`src/rtl/am_seek_ctrl.sv`:
```
// AM tuning/seek controller: programs the NCO phase increment, waits for the CIC chain to
// settle, averages the demodulated level and optionally steps through the band until a station hits.
module am_seek_ctrl #(
  parameter int unsigned NUM_CH    = 121,
  parameter logic [39:0] BASE_INC  = 40'd11676813487,
  parameter logic [39:0] STEP_INC  = 40'd197912093,
  parameter int unsigned SETTLE_N  = 4,
  parameter int unsigned LOG2_MEAS = 3
) (
  input  logic        clk,
  input  logic        RST,
  input  logic        cmd_tune,
  input  logic [6:0]  ch_in,
  input  logic        cmd_seek,
  input  logic [15:0] threshold,
  input  logic [15:0] sample,
  input  logic        sample_tick,
  output logic [39:0] phase_inc,
  output logic [6:0]  channel,
  output logic [15:0] level,
  output logic        busy,
  output logic        locked,
  output logic        done
);

  localparam int unsigned AccW       = 16 + LOG2_MEAS;
  localparam logic [6:0]  LastCh     = 7'(NUM_CH - 1);
  localparam logic [7:0]  SettleLast = 8'(SETTLE_N - 1);

  typedef enum logic [2:0] {StIdle, StLoad, StSettle, StMeasure, StDecide} state_e;

  state_e                 state_q, state_d;
  logic                   seek_q, seek_d;
  logic [6:0]             tgt_q, tgt_d;
  logic [6:0]             origin_q, origin_d;
  logic [6:0]             cnt_q, cnt_d;
  logic [7:0]             settle_q, settle_d;
  logic [LOG2_MEAS-1:0]   meas_q, meas_d;
  logic [AccW-1:0]        acc_q, acc_d;
  logic [39:0]            phase_d;
  logic [6:0]             channel_d;
  logic [15:0]            level_d;
  logic                   busy_d, locked_d, done_d;

  logic [6:0]  tune_tgt;
  logic [15:0] avg;
  logic        hit;

  function automatic logic [6:0] inc_ch(input logic [6:0] c);
    return (c == LastCh) ? 7'd0 : c + 7'd1;
  endfunction

  assign tune_tgt = (ch_in > LastCh) ? LastCh : ch_in;
  assign avg      = acc_q[AccW-1:LOG2_MEAS];
  assign hit      = (avg >= threshold);

  always_ff @(posedge clk or posedge RST) begin
    if (RST) begin
      state_q <= StIdle;
    end else begin
      state_q <= state_d;
    end
  end

  always_comb begin
    state_d = state_q;
    if (cmd_tune) begin
      state_d = StLoad;
    end else begin
      unique case (state_q)
        StIdle:    if (cmd_seek) state_d = StLoad;
        StLoad:    if (cnt_q == 7'd0) state_d = StSettle;
        StSettle:  if (sample_tick && settle_q == SettleLast) state_d = StMeasure;
        StMeasure: if (sample_tick && meas_q == '1) state_d = StDecide;
        StDecide:  state_d = (seek_q && !hit) ? StLoad : StIdle;
        default:   state_d = StIdle;
      endcase
    end
  end

  always_comb begin
    seek_d    = seek_q;
    tgt_d     = tgt_q;
    origin_d  = origin_q;
    cnt_d     = cnt_q;
    settle_d  = settle_q;
    meas_d    = meas_q;
    acc_d     = acc_q;
    phase_d   = phase_inc;
    channel_d = channel;
    level_d   = level;
    locked_d  = locked;
    done_d    = 1'b0;
    busy_d    = (state_d != StIdle);
    if (cmd_tune) begin
      // A tune always restarts from BASE_INC, aborting whatever was running.
      seek_d   = 1'b0;
      tgt_d    = tune_tgt;
      origin_d = tune_tgt;
      phase_d  = BASE_INC;
      cnt_d    = tune_tgt;
    end else begin
      unique case (state_q)
        StIdle: begin
          if (cmd_seek) begin
            seek_d   = 1'b1;
            origin_d = channel;
            tgt_d    = inc_ch(channel);
            if (channel == LastCh) begin
              phase_d = BASE_INC;
              cnt_d   = 7'd0;
            end else begin
              cnt_d = 7'd1;
            end
          end
        end
        StLoad: begin
          if (cnt_q != 7'd0) begin
            phase_d = phase_inc + STEP_INC;
            cnt_d   = cnt_q - 7'd1;
          end else begin
            channel_d = tgt_q;
            settle_d  = 8'd0;
          end
        end
        StSettle: begin
          if (sample_tick) begin
            if (settle_q == SettleLast) begin
              acc_d  = '0;
              meas_d = '0;
            end else begin
              settle_d = settle_q + 8'd1;
            end
          end
        end
        StMeasure: begin
          if (sample_tick) begin
            acc_d  = acc_q + AccW'(sample);
            meas_d = meas_q + LOG2_MEAS'(1);
          end
        end
        StDecide: begin
          level_d = avg;
          if (!seek_q || hit) begin
            locked_d = hit;
            done_d   = 1'b1;
          end else if (tgt_q != origin_q) begin
            tgt_d = inc_ch(tgt_q);
            if (tgt_q == LastCh) begin
              phase_d = BASE_INC;
              cnt_d   = 7'd0;
            end else begin
              cnt_d = 7'd1;
            end
          end else begin
            // Whole band scanned without a hit: fall back to a plain tune of the origin.
            seek_d  = 1'b0;
            tgt_d   = origin_q;
            phase_d = BASE_INC;
            cnt_d   = origin_q;
          end
        end
        default: ;
      endcase
    end
  end

  always_ff @(posedge clk or posedge RST) begin
    if (RST) begin
      seek_q    <= 1'b0;
      tgt_q     <= 7'd0;
      origin_q  <= 7'd0;
      cnt_q     <= 7'd0;
      settle_q  <= 8'd0;
      meas_q    <= '0;
      acc_q     <= '0;
      phase_inc <= BASE_INC;
      channel   <= 7'd0;
      level     <= 16'd0;
      busy      <= 1'b0;
      locked    <= 1'b0;
      done      <= 1'b0;
    end else begin
      seek_q    <= seek_d;
      tgt_q     <= tgt_d;
      origin_q  <= origin_d;
      cnt_q     <= cnt_d;
      settle_q  <= settle_d;
      meas_q    <= meas_d;
      acc_q     <= acc_d;
      phase_inc <= phase_d;
      channel   <= channel_d;
      level     <= level_d;
      busy      <= busy_d;
      locked    <= locked_d;
      done      <= done_d;
    end
  end

endmodule

```
`config.mk`:
```
export PLATFORM = sky130hd
export DESIGN_NAME = am_seek_ctrl
export DESIGN_NICKNAME = d
export VERILOG_FILES = /design/src/rtl/am_seek_ctrl.sv
export SDC_FILE = /design/constraint.sdc
export NUM_CORES = 1
export LEC_CHECK = 0
export CORE_ASPECT_RATIO = 0.8
export CORE_MARGIN = 1
export CORE_UTILIZATION = 45
export CTS_BUF_LIST = sky130_fd_sc_hd__clkbuf_2 sky130_fd_sc_hd__clkbuf_4 sky130_fd_sc_hd__clkbuf_8
export CTS_CLUSTER_DIAMETER = 200
export CTS_CLUSTER_SIZE = 40
export DETAILED_ROUTE_END_ITERATION = 8
export PLACE_DENSITY = 0.77
export SLEW_MARGIN = 40
export SYNTH_ARGS = -nofsm -noshare
export SYNTH_HDL_FRONTEND = slang
export SYNTH_SLANG_ARGS = --single-unit
```
`constraint.sdc`:
```
create_clock -name clk -period 4.2 [get_ports clk]
set_input_delay 0.84 -clock clk [delete_from_list [all_inputs] [get_ports clk]]
set_output_delay 0.84 -clock clk [all_outputs]
set_load 0.01 [all_outputs]
```
# ---- Yosys cells after proc, flatten, opt, wreduce, memory -nomap -nowiden
# Cells that the tools add are included.
dict set report totals {
  regBits 121
  latchBits 0
  ram_bits 0
  mem_bits_ro 0
  inputBits 44
  output_inout_bits 66
  elab_cells 125
  memories 0
}
dict set report classes {
  add_sub_neg 7
  n_mul 0
  n_div 0
  n_lt_le_gt_ge 2
  n_eq_ne 20
  n_shift 0
  n_mux 54
  bitwise 2
  n_reduce_logical 26
}
# cell count
set op_table {}
lappend op_table {{$mux W40} 7}
lappend op_table {{$pmux W40 S3} 1}
lappend op_table {{$mux W7} 15}
lappend op_table {{$mux W19} 3}
lappend op_table {{$add A40 B28 Y40 const B} 1}
lappend op_table {{$pmux W19 S2} 1}
lappend op_table {{$mux W3} 8}
lappend op_table {{$mux W8} 3}
lappend op_table {{$pmux W7 S3} 1}
lappend op_table {{$add A19 B16 Y19} 1}
lappend op_table {{$ge A16 B16 Y1} 1}
lappend op_table {{$pmux W8 S2} 1}
lappend op_table {{$ne A3 B3 Y1 const B} 5}
lappend op_table {{$pmux W3 S5} 1}
lappend op_table {{$add A7 B1 Y7 const B} 2}
lappend op_table {{$eq A7 B7 Y1 const B} 2}
lappend op_table {{$pmux W7 S2} 1}
lappend op_table {{$mux W1} 10}
lappend op_table {{$ne A2 B2 Y1 const B} 5}
lappend op_table {{$reduce_and A5 Y1} 2}
lappend op_table {{$reduce_and A3 Y1} 3}
lappend op_table {{$add A8 B1 Y8 const B} 1}
lappend op_table {{$eq A8 B2 Y1 const B} 1}
lappend op_table {{$reduce_and A4 Y1} 2}
lappend op_table {{other kinds (22)} 33}

# ---- Depth between registers and ports, before layout
dict set report logic_depth {
  depth_word 7
  ltp_mapped 11
}

# ---- Worst setup path after synthesis
# Ideal clock, no wire load.
dict set report synth_timing {
  kind {input -> register}
  startpoint {in threshold[5]}
  endpoint {reg cnt_q[0]}
  arrival_time_ns 2.966
  required_ns 4.062
  slack_ns 1.096
  stages 10
  n_path_buf 1
  path_cell_list {inv_1 > ha_1 > and4_1 > a2111oi_0 > o21ai_0 > a31oi_1 > o221ai_1 > clkbuf_1 > a2111oi_0 > a21oi_1}
}
dict set report synth_via {
  elab_chain_len 4
}
# item line_no
set synth_rtl {}
lappend synth_rtl {{start, declared} 15} ;# input logic [15:0] threshold,
lappend synth_rtl {{$ge A16 B16 Y1} 55} ;# assign hit = (avg >= threshold);
lappend synth_rtl {{$logic_or A1 B1 Y1} 144} ;# if (!seek_q || hit) begin
lappend synth_rtl {{$ne A3 B3 Y1 (no source line)} -}
lappend synth_rtl {{$reduce_and A4 Y1 (no source line)} -}
lappend synth_rtl {{end signal, assigned} 187} ;# cnt_q <= cnt_d;
lappend synth_rtl {{end, declared} 36} ;# logic [6:0] cnt_q, cnt_d;
# No other way between the ends.
# A chain may end at the register's enable or synchronous reset.

# ---- Worst setup path after layout
dict set report layout_timing {
  startpoint {in threshold[5]}
  endpoint {reg tgt_q[4]}
}
dict set report layout_via {
  elab_chain_len 4
}
# item line_no
set layout_rtl {}
lappend layout_rtl {{$ge A16 B16 Y1} 55}
lappend layout_rtl {{$logic_or A1 B1 Y1} 144}
lappend layout_rtl {{$ne A3 B3 Y1 (no source line)} -}
lappend layout_rtl {{$reduce_and A3 Y1 (no source line)} -}
lappend layout_rtl {{end signal, assigned} 185} ;# tgt_q <= tgt_d;
lappend layout_rtl {{end, declared} 34} ;# logic [6:0] tgt_q, tgt_d;
# No other way between the ends.

==> flow_metrics.env <==
export IMPL_outcome="complete, no violations"
export IMPL_synth_top_cell_by_area="dfrtp_1"
export IMPL_grt_start_max_net_pins=62
export IMPL_hold_viol=0
export IMPL_viasPerCell=5.68
export IMPL_p_per_area_nw_per_um2=558
export IMPL_grtUsageMet2_pct=36.6
export IMPL_crit_arrival_ns=3.54
export IMPL_hold_class="register to register"
export IMPL_synth_area_um2=7410
export IMPL_diodes=0
export IMPL_vias=6723
export IMPL_min_path_cells=2
export IMPL_grt_overflow_total=0
export IMPL_fin_setup_tns_ns=0
export IMPL_grt_pass1_vias=6082
export IMPL_die_width_um=145
export IMPL_final_max_slew_viol_count=0
export IMPL_cts_tree="done"
export IMPL_max_freq_mhz=312
export IMPL_drc=0
export IMPL_synth_cell_type_count=76
export IMPL_routed_wl_um=19600
export IMPL_yosysWarnings=0
export IMPL_ff2ff_setup_slack_ns=1.34
export IMPL_synth_nets=929
export IMPL_crit_required_ns=4.54
export IMPL_use_met3_pct=5.16
export IMPL_reg2reg_to="phase_inc[36]$_DFFE_PP0P_"
export IMPL_fin_area_um2=9240
export IMPL_rows=41
export IMPL_worstHoldStart="level[12]$_DFFE_PP0P_"
export IMPL_fin_worst_skew_ns=0.0136
export IMPL_drt_antenna_violating_nets=0
export IMPL_setup_viol=0
export IMPL_start_util_pct=46.6
export IMPL_synth_area_leaders="dfrtp_1, dfstp_2, nand2_1"
export IMPL_dp_hpwl_um=14000
export IMPL_cts_sinks=121
export IMPL_first_pass_iters=5
export IMPL_clk_pin_slew_ns=0.07
export IMPL_nets=1042
export IMPL_finalPower_w=0.00516
export IMPL_synth_flop_cell="dfrtp_1"
export IMPL_clock_path_buffers=2
export IMPL_fin_crit_ns=3.21
export IMPL_critPathLaunchType="input port"
export IMPL_grt_usage_pct=23.9
export IMPL_synth_top_area_share_pct=33.8
export IMPL_cts_max_level=4
export IMPL_chipHeight_um=117
export IMPL_placed_area_um2=8790
export IMPL_rr_worst_depth=8
export IMPL_drive_gt1_share_pct=9.71
export IMPL_place_port_buffers=109
export IMPL_async_flop_share_pct=100
export IMPL_yosysMostFrequentCell="nand2_1"
export IMPL_wire_per_inst_um=16.6
export IMPL_peakVddDrop_uv=343
export IMPL_die_area_um2=17000
export IMPL_maxCapViolations=0
export IMPL_r2r_start="phase_inc[0]$_DFFE_PP1P_"
export IMPL_clockRootBuffer="clkbuf_8"
export IMPL_min_to="level[12]$_DFFE_PP0P_"
export IMPL_drtIter0Drc=546
export IMPL_ys_seq_elements=121
export IMPL_core_area_um2=15900
export IMPL_cts_hold_buffers=0
export IMPL_synth_edf_count=0
export IMPL_pin_count=110
export IMPL_insertion_delay_ns=0.45
export IMPL_met1_usage_pct=34.8
export IMPL_worst_slew_pin_slew_ns=0.693
export IMPL_ys_seq_area_share_pct=41.2
export IMPL_fin_crit_sh_pct=76.4
export IMPL_grt_pass1_wl_um=32100
export IMPL_syn_inst=842
export IMPL_worstSetupPathType="input port to register"
export IMPL_slew_headroom_pct=53.7
export IMPL_rsz0062_at_grt="false"
export IMPL_critPathCaptureType="register"
export IMPL_leakage_nw=4.12
export IMPL_postCtsSetupBuffers=0
export IMPL_cp_max_fo=8
export IMPL_synth_area_per_cell_um2=8.80
export IMPL_syn_to_final_growth_pct=24.7
export IMPL_cts_buffers_inserted=17
export IMPL_cts_resized=0
export IMPL_antenna_found_initial=0
export IMPL_synth_top_cells_by_count="nand2_1, dfrtp_1, o21ai_0"
export IMPL_grt_busiest_layer="met2"
export IMPL_gp_congestion=0.928
## report_power, final
part           internal [W]  switching, W
clock network      0.000709      0.000471
registers           0.00152      0.000454
logic              0.000961       0.00104
total               0.00319       0.00197
## layer usage
metal | up-vias | part of all wire [%]
met4 | 0 | 0.74
met5 | - | 0
met1 | 3228 | 49
met3 | 11 | 5.6
met2 | 198 | 44
li1 | 3286 | -
## worst max-delay path, cell delays in order
cell	delay, ns
clkdlybuf4s50_1	0.45
inv_1	0.04
ha_1	0.31
and4_1	0.20
a2111oi_0	0.37
o21ai_0	0.17
a31oi_1	0.21
buf_4	0.18
a311o_1	0.36
o21ai_0	0.15
a22o_1	0.25
## stage by stage
stage	cells	worst slack (ns)	utilization, %	hold WS, ns
floorplan	842	0.181	-	0.468
global placement	1151	0.631	55.3	0.460
detailed placement	1151	0.586	55.3	0.467
CTS	1183	1.04	58.1	0.486
global route	1183	0.795	58.1	0.514
finish	1183	0.993	58.1	0.477
## kinds of logic (layout without fill, tap and decap cells)
| family | after synthesis | in the layout | synth area share (%) |
|---|---|---|---|
| and+or+nand+nor | 321 | 321 | 20.8 |
| xor gates and xnor gates | 32 | 32 | 3.78 |
| muxes | 10 | 10 | 1.37 |
| buffers and inverters | 72 | 198 | 3.80 |
| AOI/OAI and AO/OA | 243 | 243 | 21.6 |
| DFF | 121 | 121 | 41.2 |
| adders and majority gates | 43 | 43 | 7.37 |
## flip-flops by register name, summed over array words and instances (netlist names)
register and count:
acc_q 19, channel 7, origin_q 7, tgt_q 7, state_q 3, level 16, busy 1, meas_q 3
settle_q 8, done 1, locked 1, seek_q 1, cnt_q 7, phase_inc 40
## how the worst max path moves through the flow
stage | to | slack, ns | cells past startpoint | start
after floorplan | acc_q[0]$_DFFE_PP0P_ | 0.18 | 1 | RST
after global routing | acc_q[16]$_DFFE_PP0P_ | 0.80 | 10 | sample[0]
after CTS | tgt_q[4]$_DFFE_PP0P_ | 1.04 | 11 | threshold[5]
after detailed placement | phase_inc[16]$_DFFE_PP0P_ | 0.59 | 12 | threshold[5]
final | tgt_q[4]$_DFFE_PP0P_ | 0.99 | 11 | threshold[5]
after global placement | tgt_q[4]$_DFFE_PP0P_ | 0.63 | 11 | threshold[5]
## final cells by class
cell class | instances | area (um2)
Fill cell | 1412 | 6670
Multi-Input combinational cell | 649 | 4080
Sequential cell | 121 | 3050
Timing Repair Buffer | 128 | 1250
Clock buffer | 24 | 299
Tap cell | 215 | 269
Clock inverter | 8 | 145
Inverter | 38 | 145
## cells in the final DEF, fill, tap and decap left out, drive strengths merged, types with 8 or more instances in the layout
| cell | n |
|---|---|
| o22ai | 10 |
| clkdlybuf4s50 | 109 |
| o21ai | 82 |
| nand2 | 147 |
| clkbuf | 24 |
| dfstp | 21 |
| nor2 | 47 |
| a21oi | 53 |
| nor3 | 11 |
| or4 | 8 |
| ha | 42 |
| o211ai | 14 |
| or3 | 11 |
| buf | 19 |
| inv | 38 |
| nand4 | 11 |
| xor2 | 18 |
| dfrtp | 100 |
| a22o | 8 |
| mux2i | 9 |
| and3 | 10 |
| xnor2 | 14 |
| a21o | 8 |
| a31oi | 11 |
| nand3 | 32 |
Note: power is estimated with default switching activity, not from simulation.
